===== src/rtl/dreg_arb_pkg.sv =====
// Shared types and helpers for the register-bank write arbiter.
// Latency: none (declarations only).
// Backpressure: n/a.
package dreg_arb_pkg;

    // Widest requester vector the helpers support.
    localparam int MAX_REQ = 16;

    // Top-level controller states.
    typedef enum logic {
        ARB = 1'b0,
        CLR = 1'b1
    } state_t;

    // Round-robin pointer value after reset.
    // It points at the last requester, so the first search starts at index 0.
    function automatic int rr_reset_ptr(input int n_req);
        return n_req - 1;
    endfunction

    // One-hot encode a requester index.
    // Indices at or above n_req give an all-zero vector.
    function automatic logic [MAX_REQ-1:0] onehot(input logic [3:0] index, input int n_req);
        logic [MAX_REQ-1:0] v;
        v = '0;
        if (int'(index) < n_req) begin
            v[index] = 1'b1;
        end
        return v;
    endfunction

endpackage


===== src/rtl/dreg_arb_pick.sv =====
// Winner picker: first set bit of eligible, searching upward from start and wrapping.
// Latency: purely combinational.
// Backpressure: none; valid drops when nothing is eligible.
module dreg_arb_pick
    import dreg_arb_pkg::*;
#(
    parameter int N_REQ = 4,
    parameter int IW    = $clog2(N_REQ)
) (
    input  logic [N_REQ-1:0] eligible,
    input  logic [IW-1:0]    start,
    output logic             valid,
    output logic [IW-1:0]    winner
);

    int idx;

    // Walk N_REQ positions from start, modulo N_REQ, and keep the first hit.
    always_comb begin
        valid  = 1'b0;
        winner = '0;
        idx    = 0;
        for (int k = 0; k < N_REQ; k++) begin
            idx = int'(start) + k;
            if (idx >= N_REQ) begin
                idx = idx - N_REQ;
            end
            if (!valid && eligible[idx]) begin
                valid  = 1'b1;
                winner = IW'(idx);
            end
        end
    end

endmodule


===== src/rtl/dreg_bank_write_arb.sv =====
// Shared DEPTHxWIDTH register bank: one arbitrated writer per cycle, plus a one-entry-per-cycle clear sweep.
// Latency: grant and write land on the edge that samples req; rd_data is combinational.
// Backpressure: requests hold until granted; the sweep (busy) holds every request. DREG_ARB_ROUND_ROBIN_EN selects round-robin, otherwise fixed priority.
module dreg_bank_write_arb
    import dreg_arb_pkg::*;
#(
    parameter int N_REQ  = 4,
    parameter int WIDTH  = 8,
    parameter int DEPTH  = 8,
    localparam int AW    = $clog2(DEPTH)
) (
    input  logic                   clk,
    input  logic                   rst,
    input  logic [N_REQ-1:0]       req,
    input  logic [N_REQ*AW-1:0]    wr_addr,
    input  logic [N_REQ*WIDTH-1:0] wr_data,
    input  logic                   clr,
    output logic [N_REQ-1:0]       gnt,
    output logic                   busy,
    input  logic [AW-1:0]          rd_addr,
    output logic [WIDTH-1:0]       rd_data
);

    localparam int            IW       = $clog2(N_REQ);
    localparam logic [AW-1:0] CNT_LAST = AW'(DEPTH - 1);

    state_t             state;
    state_t             state_nxt;
    logic [AW-1:0]      cnt;
    logic [AW-1:0]      cnt_nxt;
    logic [N_REQ-1:0]   eligible;
    logic [N_REQ-1:0]   gnt_nxt;
    logic [IW-1:0]      pick_start;
    logic [IW-1:0]      win;
    logic               pick_vld;
    logic               wr_en;
    logic               clr_wr;
    logic [AW-1:0]      sel_addr;
    logic [WIDTH-1:0]   sel_data;
    logic               sel_in_range;
    logic               rd_in_range;
    logic [WIDTH-1:0]   bank [DEPTH];

    // A requester granted last cycle sits out this cycle.
    // The masking stops it winning twice in a row while its request is still held.
    assign eligible = req & ~gnt;

`ifdef DREG_ARB_ROUND_ROBIN_EN
    logic [IW-1:0] ptr;

    // Start the search just after the last winner, wrapping at N_REQ.
    assign pick_start = (ptr == IW'(N_REQ - 1)) ? '0 : ptr + IW'(1);

    // Remember the last winner.
    // The pointer holds through idle cycles and the clear sweep.
    always_ff @(posedge clk) begin
        if (rst) begin
            ptr <= IW'(rr_reset_ptr(N_REQ));
        end else if (wr_en) begin
            ptr <= win;
        end
    end
`else
    // Fixed priority: the lowest eligible index always wins.
    assign pick_start = '0;
`endif

    dreg_arb_pick #(
        .N_REQ (N_REQ),
        .IW    (IW)
    ) u_pick (
        .eligible (eligible),
        .start    (pick_start),
        .valid    (pick_vld),
        .winner   (win)
    );

    // Route the winner's address and data onto the single write port.
    assign sel_addr = wr_addr[win*AW +: AW];
    assign sel_data = wr_data[win*WIDTH +: WIDTH];

    // When DEPTH is a power of two, every address is in range.
    // Otherwise the high addresses are dropped on write and read back as zero.
    if (DEPTH == (1 << AW)) begin : g_full_range
        assign sel_in_range = 1'b1;
        assign rd_in_range  = 1'b1;
    end else begin : g_part_range
        assign sel_in_range = int'(sel_addr) < DEPTH;
        assign rd_in_range  = int'(rd_addr) < DEPTH;
    end

    // Next-state logic.
    // In ARB, clr pre-empts any grant and the requests stay pending.
    // CLR walks cnt through every entry, then returns to ARB.
    always_comb begin
        state_nxt = state;
        cnt_nxt   = cnt;
        gnt_nxt   = '0;
        wr_en     = 1'b0;
        clr_wr    = 1'b0;
        case (state)
            ARB: begin
                if (clr) begin
                    state_nxt = CLR;
                    cnt_nxt   = '0;
                end else if (pick_vld) begin
                    wr_en   = 1'b1;
                    gnt_nxt = N_REQ'(onehot(4'(win), N_REQ));
                end
            end
            CLR: begin
                clr_wr  = 1'b1;
                cnt_nxt = cnt + AW'(1);
                if (cnt == CNT_LAST) begin
                    state_nxt = ARB;
                    cnt_nxt   = '0;
                end
            end
            default: state_nxt = ARB;
        endcase
    end

    // State, sweep counter, registered grant and busy flag.
    always_ff @(posedge clk) begin
        if (rst) begin
            state <= ARB;
            cnt   <= '0;
            gnt   <= '0;
            busy  <= 1'b0;
        end else begin
            state <= state_nxt;
            cnt   <= cnt_nxt;
            gnt   <= gnt_nxt;
            busy  <= (state_nxt == CLR);
        end
    end

    // Bank storage.
    // The sweep and the granted write never happen in the same state, so at most one write lands per cycle.
    always_ff @(posedge clk) begin
        if (rst) begin
            for (int i = 0; i < DEPTH; i++) begin
                bank[i] <= '0;
            end
        end else if (clr_wr) begin
            bank[cnt] <= '0;
        end else if (wr_en && sel_in_range) begin
            bank[sel_addr] <= sel_data;
        end
    end

    // Combinational read port; out-of-range addresses read as zero.
    assign rd_data = rd_in_range ? bank[rd_addr] : '0;

endmodule


===== config.mk =====
export PLATFORM = sky130hd
export DESIGN_NAME = dreg_bank_write_arb
export DESIGN_NICKNAME = d
export VERILOG_FILES = /design/src/rtl/dreg_arb_pkg.sv /design/src/rtl/dreg_arb_pick.sv /design/src/rtl/dreg_bank_write_arb.sv
export SDC_FILE = /design/constraint.sdc
export NUM_CORES = 1
export LEC_CHECK = 0
export CORE_MARGIN = 4
export CORE_UTILIZATION = 31
export CTS_CLUSTER_SIZE = 10
export DETAILED_ROUTE_END_ITERATION = 10
export HOLD_SLACK_MARGIN = 0.06
export SYNTH_ARGS = -nofsm -noshare
export SYNTH_HDL_FRONTEND = slang
export SYNTH_SLANG_ARGS = --single-unit

===== constraint.sdc =====
create_clock -name clk -period 3.3 [get_ports clk]
set_input_delay 0.66 -clock clk [delete_from_list [all_inputs] [get_ports clk]]
set_output_delay 0.66 -clock clk [all_outputs]
set_load 0.005 [all_outputs]

==> metrics.yaml, run 1 <==
status: "finished clean"
seqPwrFrac_pct: 45.4
yosys_warnings: 0
clock_path_buffers: 2
crit_type: "primary input to primary output"
maxSlewViolCount: 0
p_leak_uw: 0.001729
core_um2: 13300
ioPinCount: 67
reg2regPathDepth: 6
min_path_type: "flip-flop to flip-flop"
syn_area_per_cell_um2: 14.31
gp_congestion: 0.8690
fin_worst_skew_ns: 0.004639
pwr-share-clk_pct: 35.9
worstPathRequired_ns: 2.64
diodes: 0
tightest_slew_ns: 0.6632
wl_met2_um: 5416
firstDrtPassIters: 4
synth_top_area_share_pct: 45.36
internal-power_uw: 1737
final_common_cell: "clkdlybuf4s50_1"
die_height_um: 124.9
power.share.switching_pct: 25.64
antenna_found_initial: 0
postLayoutCoreUtil_pct: 41.29
clockRootBuffer: "clkbuf_16"
drv_cap: 0
drtAntennaViolNets: 0
crit_path_end_kind: "primary output"
grt_pass1_vias: 3111
cts_hold_buffers: 0
slew_headroom_pct: 55.78
track_usage_pct: 14.55
syn_nets: 352
synth_flop_cell: "edfxtp_1"
drc: 0
critPathMaxFanout: 6
powerDensity_nw_per_um2: 425.6
viasPerCell: 5.312
period_share_pct: 94.41
whs_path_depth: 2
cts_sinks: 72
rows: 42
highest_layer: "met4"
synth.cell_area_um2: 4237
cts_resized: 4
synth_edf_count: 64
final_cell_mix: "clkdlybuf4s50_1 (65), edfxtp_1 (64), nor4_2 (43)"
initial_core_util_pct: 31.87
p_switching_uw: 599.0
io_buffers: 66
clk_latency_ns: 0.33
h-tree-depth: 3
synth_seq_cells: 72
arrival_ns: 2.46
nets: 432
setup_slack_ns: 0.1844
gr-total-overflow: 0
post_cts_buffers: 0
place_hpwl_um: 7984
grt_pass1_wl_um: 17530
irDropWorstVdd_uv: 208.5
hold_violations: 0
seq_area_um2: 2082
startpoint_type: "primary input"
tritoncts: "done"
rsz0062_at_grt: "no"
netlist_instances: 296
clock.fmax_mhz: 321.0
dr.first_iter.drc_count: 190
wl_met3_um: 685
seq_area_frac_synth_pct: 49.14
drive_gt1_share_pct: 37.99
fill_cells: 1242
yosysTopAreaCell: "edfxtp_1"
drt-met1-wl_um: 4970
setup_viol: 0
layout_min_cycle_time_ns: 3.116
drt-wirelength-per-cell_um: 20.06
pre_cts_slack_ns: -0.04541
multi_input_area_um2: 1979
cts_buffers: 9
vias: 2948
syn_to_final_growth_pct: 29.56
dieArea_um2: 15600
clkTransAtPathRegs_ns: 0.05
synth.distinct_cells: 44
synthArstFlopShare_pct: 0
pwr-share-comb_pct: 18.7
dieWidth_um: 124.9
drt_wl_total_um: 11140
ys_top_cells_by_area: "edfxtp_1 (45%), nor4_2 (13%), mux4_2 (8.5%), dfxtp_1 (3.8%), buf_6 (3.2%)"
grt_max_degree: 33
==> cell usage after synthesis (3+ instances only) <==
cell,number
o41ai_1,6
nand2_1,13
nor4_2,43
nand2b_1,7
buf_2,8
mux4_2,16
dfxtp_1,8
a21oi_1,6
a221oi_1,8
nor3_1,9
nand3_1,11
clkbuf_1,6
nor4_1,4
mux2_2,8
inv_1,3
nor2_1,10
a311o_1,8
buf_6,12
nor3_2,11
nor2b_1,3
edfxtp_1,64
==> logic make-up after synthesis <==
group	synth area share, %
AOI/OAI and AO/OA	10.51
adders and majority gates	0.5906
DFF	49.14
muxes	10.63
buffers and inverters	5.375
and+or+nand+nor	23.75
==> final cells by class <==
type	instances	area share, %
inverter	3	0.2052
clock buffer	9	4.103
timing repair buffer	98	17.21
tap	176	4.012
multi-input combinational	192	36.06
sequential	72	37.93
clock inverter	5	0.4787
==> final timing paths <==
kind	start	end	slack, ns
min reg2reg	cnt[0]	cnt[0]	0.59
max reg2reg	gnt[1]	bank[0][4]	0.87
max	rd_addr[0]	rd_data[0]	0.18
min	cnt[0]	cnt[0]	0.59
==> state kept, by name, indices dropped and copies added (netlist names) <==
signal and flops:
bank 64, cnt 3, gnt 4, state 1
==> power by group through the flow <==
stage	clock, uW	combinational [uW]	sequential, uW
2_1_floorplan	0	255	1070
3_3_place_gp	0	434	1080
3_5_place_dp	0	438	1080
4_1_cts	858	442	1060
5_1_grt	897	469	1070
6_report	838	438	1060
==> per-layer routing <==
metal  vias up  GRT usage (%)
met5         -              0
met4         0          3.253
met3        10          4.331
met2       104          24.78
met1      1444          18.37
li1       1390              -
==> worst max-delay path: stages <==
cell and delay, ns:
dlygate4sd2_1 0.34, buf_6 0.19, mux4_2 0.50, mux2_2 0.28, clkdlybuf4s50_1 0.49
==> per-stage QoR <==
step / std cells / total power [uW] / hold slack [ns] / setup TNS (ns) / cell area, um^2
finish: 555 / 2336 / 0.5935 / 0 / 5489
floorplan: 296 / 1323 / 0.5240 / 0 / 4237
global placement: 540 / 1514 / 0.5709 / -0.2998 / 5224
detailed placement: 540 / 1518 / 0.5700 / -0.1571 / 5224
CTS: 555 / 2361 / 0.5902 / 0 / 5489
global route: 555 / 2432 / 0.6167 / 0 / 5489
Note: power is estimated with default switching activity, not from simulation.
==> inputs of run 2 (changes only) <==
--- a/config.mk
+++ b/config.mk
@@ -6,7 +6,7 @@
 export NUM_CORES = 1
 export LEC_CHECK = 0
 export CORE_MARGIN = 4
-export CORE_UTILIZATION = 31
+export CORE_UTILIZATION = 40
 export CTS_CLUSTER_SIZE = 10
 export DETAILED_ROUTE_END_ITERATION = 10
 export HOLD_SLACK_MARGIN = 0.06
==> run 2 against run 1 <==
Compared with the run above:
- sequential power barely moved
- utilization rose by 10 points
- cell count fell by 7.9%
- total power fell by 2.6%
- final area fell by 2.9%
- clock skew rose by 0.0028 ns
- clock power fell by 6.0%
- critical path depth did not move
- sequential cell count did not move
- critical endpoint is now rd_data[5]
==> metrics.yaml, run 2 (synthesized netlist as in run 1, its figures left out) <==
status: "finished clean"
largest_register_ffs: 64  # unchanged
regMostFlops: "bank"
tightest_slew_ns: 0.8068  # +0.1436 ns
critPathMaxFanout: 16  # +10
drive_gt1_share_pct: 36.27  # -1.7 points
vias: 2972  # +0.81%
cp-endpoint: "rd_data[5]"
drt-wirelength-per-cell_um: 21.99  # +9.6%
cts_resized: 0  # -4
dieWidth_um: 110.9  # -11%
drtAntennaViolNets: 0  # unchanged
pwr-share-comb_pct: 18.5  # -0.2 points
startpoint_type: "primary input"
grt_pass1_vias: 3070  # -1.3%
hold_violations: 0  # unchanged
clock.fmax_mhz: 328.3  # +2.3%
die_height_um: 110.9  # -11%
grt_max_degree: 33  # unchanged
dp.cells: 494  # -8.5%
cts_buffers: 9  # unchanged
largestRegisters: "bank (64), gnt (4), cnt (3)"
layout_min_cycle_time_ns: 3.046  # -0.06965 ns
gr-total-overflow: 0  # unchanged
power.share.switching_pct: 26.69  # +1.1 points
initial_core_util_pct: 41.04  # +9.2 points
power_uw: 2275  # -2.6%
track_usage_pct: 18.37  # +3.8 points
seqPwrFrac_pct: 46.9  # +1.5 points
p_switching_uw: 607.2  # +1.4%
final_common_cell: "clkdlybuf4s50_1"
crit_type: "primary input to primary output"
io_buffers: 66  # unchanged
slew_headroom_pct: 46.21  # -9.6 points
h-tree-depth: 3  # unchanged
grt_pass1_wl_um: 17470  # -0.35%
ioPinCount: 67  # unchanged
p_leak_uw: 0.001683  # -2.6%
reg2regPathDepth: 6  # unchanged
crit_path_end_kind: "primary output"
drt_wl_total_um: 11240  # +0.93%
rsz0062_at_grt: "no"
post_cts_buffers: 0  # unchanged
final_cell_mix: "clkdlybuf4s50_1 (65), edfxtp_1 (64), nor4_2 (43)"
pwr-share-clk_pct: 34.6  # -1.3 points
period_share_pct: 92.30  # -2.1 points
fin_worst_skew_ns: 0.007446  # +0.002807 ns
nets: 426  # -1.4%
clockRootBuffer: "clkbuf_8"
setup_slack_ns: 0.2540  # +0.06965 ns
arrival_ns: 2.39  # -0.07 ns
rows: 37  # -12%
final_cells: 511  # -7.9%
dieArea_um2: 12300  # -21%
setup_viol: 0  # unchanged
firstDrtPassIters: 4  # unchanged
cts_hold_buffers: 0  # unchanged
pre_cts_slack_ns: 0.01939  # +0.06481 ns
maxSlewViolCount: 0  # unchanged
clk_latency_ns: 0.35  # +0.02 ns
drc: 0  # unchanged
clock_path_buffers: 2  # unchanged
core_um2: 10320  # -22%
rr_endpoint: "bank[4][1]"
r2r_setup_slack_ns: 0.73  # -0.14 ns
clkTransAtPathRegs_ns: 0.08  # +0.03 ns
internal-power_uw: 1668  # -4.0%
drv_cap: 0  # unchanged
setup_tns_ns: 0  # unchanged
tritoncts: "done"
irDropWorstVdd_uv: 211.9  # +1.7%
r2r-start: "gnt[2]"
syn_to_final_growth_pct: 25.84
worstPathRequired_ns: 2.64  # about the same
min_path_type: "flip-flop to flip-flop"
diodes: 0  # unchanged
gp_congestion: 0.8283  # -4.7%
antenna_found_initial: 0  # unchanged
viasPerCell: 5.816  # +9.5%
place_hpwl_um: 8023  # +0.48%
dr.first_iter.drc_count: 142  # -25%
powerDensity_nw_per_um2: 426.7  # +0.25%
startpoint: "rd_addr[1]"
cts_sinks: 72  # unchanged
-- run 2: power groups by stage --
stage / clock network, uW / registers [uW] / logic [uW]
global route: 838 / 1070 / 451
finish: 788 / 1070 / 420
CTS: 800 / 1070 / 418
detailed placement: 0 / 1090 / 416
global placement: 0 / 1090 / 411
floorplan: 0 / 1070 / 255
-- run 2: worst max-delay path, cell delays in order --
cell,delay [ns]
clkdlybuf4s50_1,0.51
buf_12,0.16
mux4_2,0.30
mux2_2,0.29
clkdlybuf4s50_1,0.46
-- run 2: final cells by class --
type	instances	area [um^2]
fill	889	4992
sequential	72	2082
multi-input combinational	192	1934
timing repair buffer	92	913.4
tap	136	170.2
clock buffer	10	127.6
clock inverter	6	92.59
inverter	3	11.26
-- run 2: per-stage QoR --
stage,utilization [%],cell area (um^2),hold slack (ns)
floorplan,-,4237,0.5240
global placement,49.24,5084,0.5594
detailed placement,49.24,5084,0.5607
CTS,51.38,5304,0.5753
global route,51.64,5331,0.6235
finish,51.64,5331,0.5726
-- run 2: worst min path at each step --
| stage | start | endpoint | slack [ns] | depth (start not counted) |
|---|---|---|---|---|
| global route | cnt[0] | cnt[0] | 0.62 | 2 |
| global placement | cnt[0] | cnt[0] | 0.56 | 2 |
| floorplan | cnt[0] | cnt[0] | 0.52 | 2 |
| finish | cnt[0] | cnt[0] | 0.57 | 2 |
| CTS | cnt[0] | cnt[0] | 0.58 | 2 |
| detailed placement | cnt[0] | cnt[0] | 0.56 | 2 |
-- run 2: routing by layer --
layer	vias up	global-route usage [%]	part of all wire, %
met5	-	0	0
met4	0	4.844	1.1
met3	10	4.039	5.9
met2	100	30.06	50
met1	1486	24.79	43
li1	1376	-	-
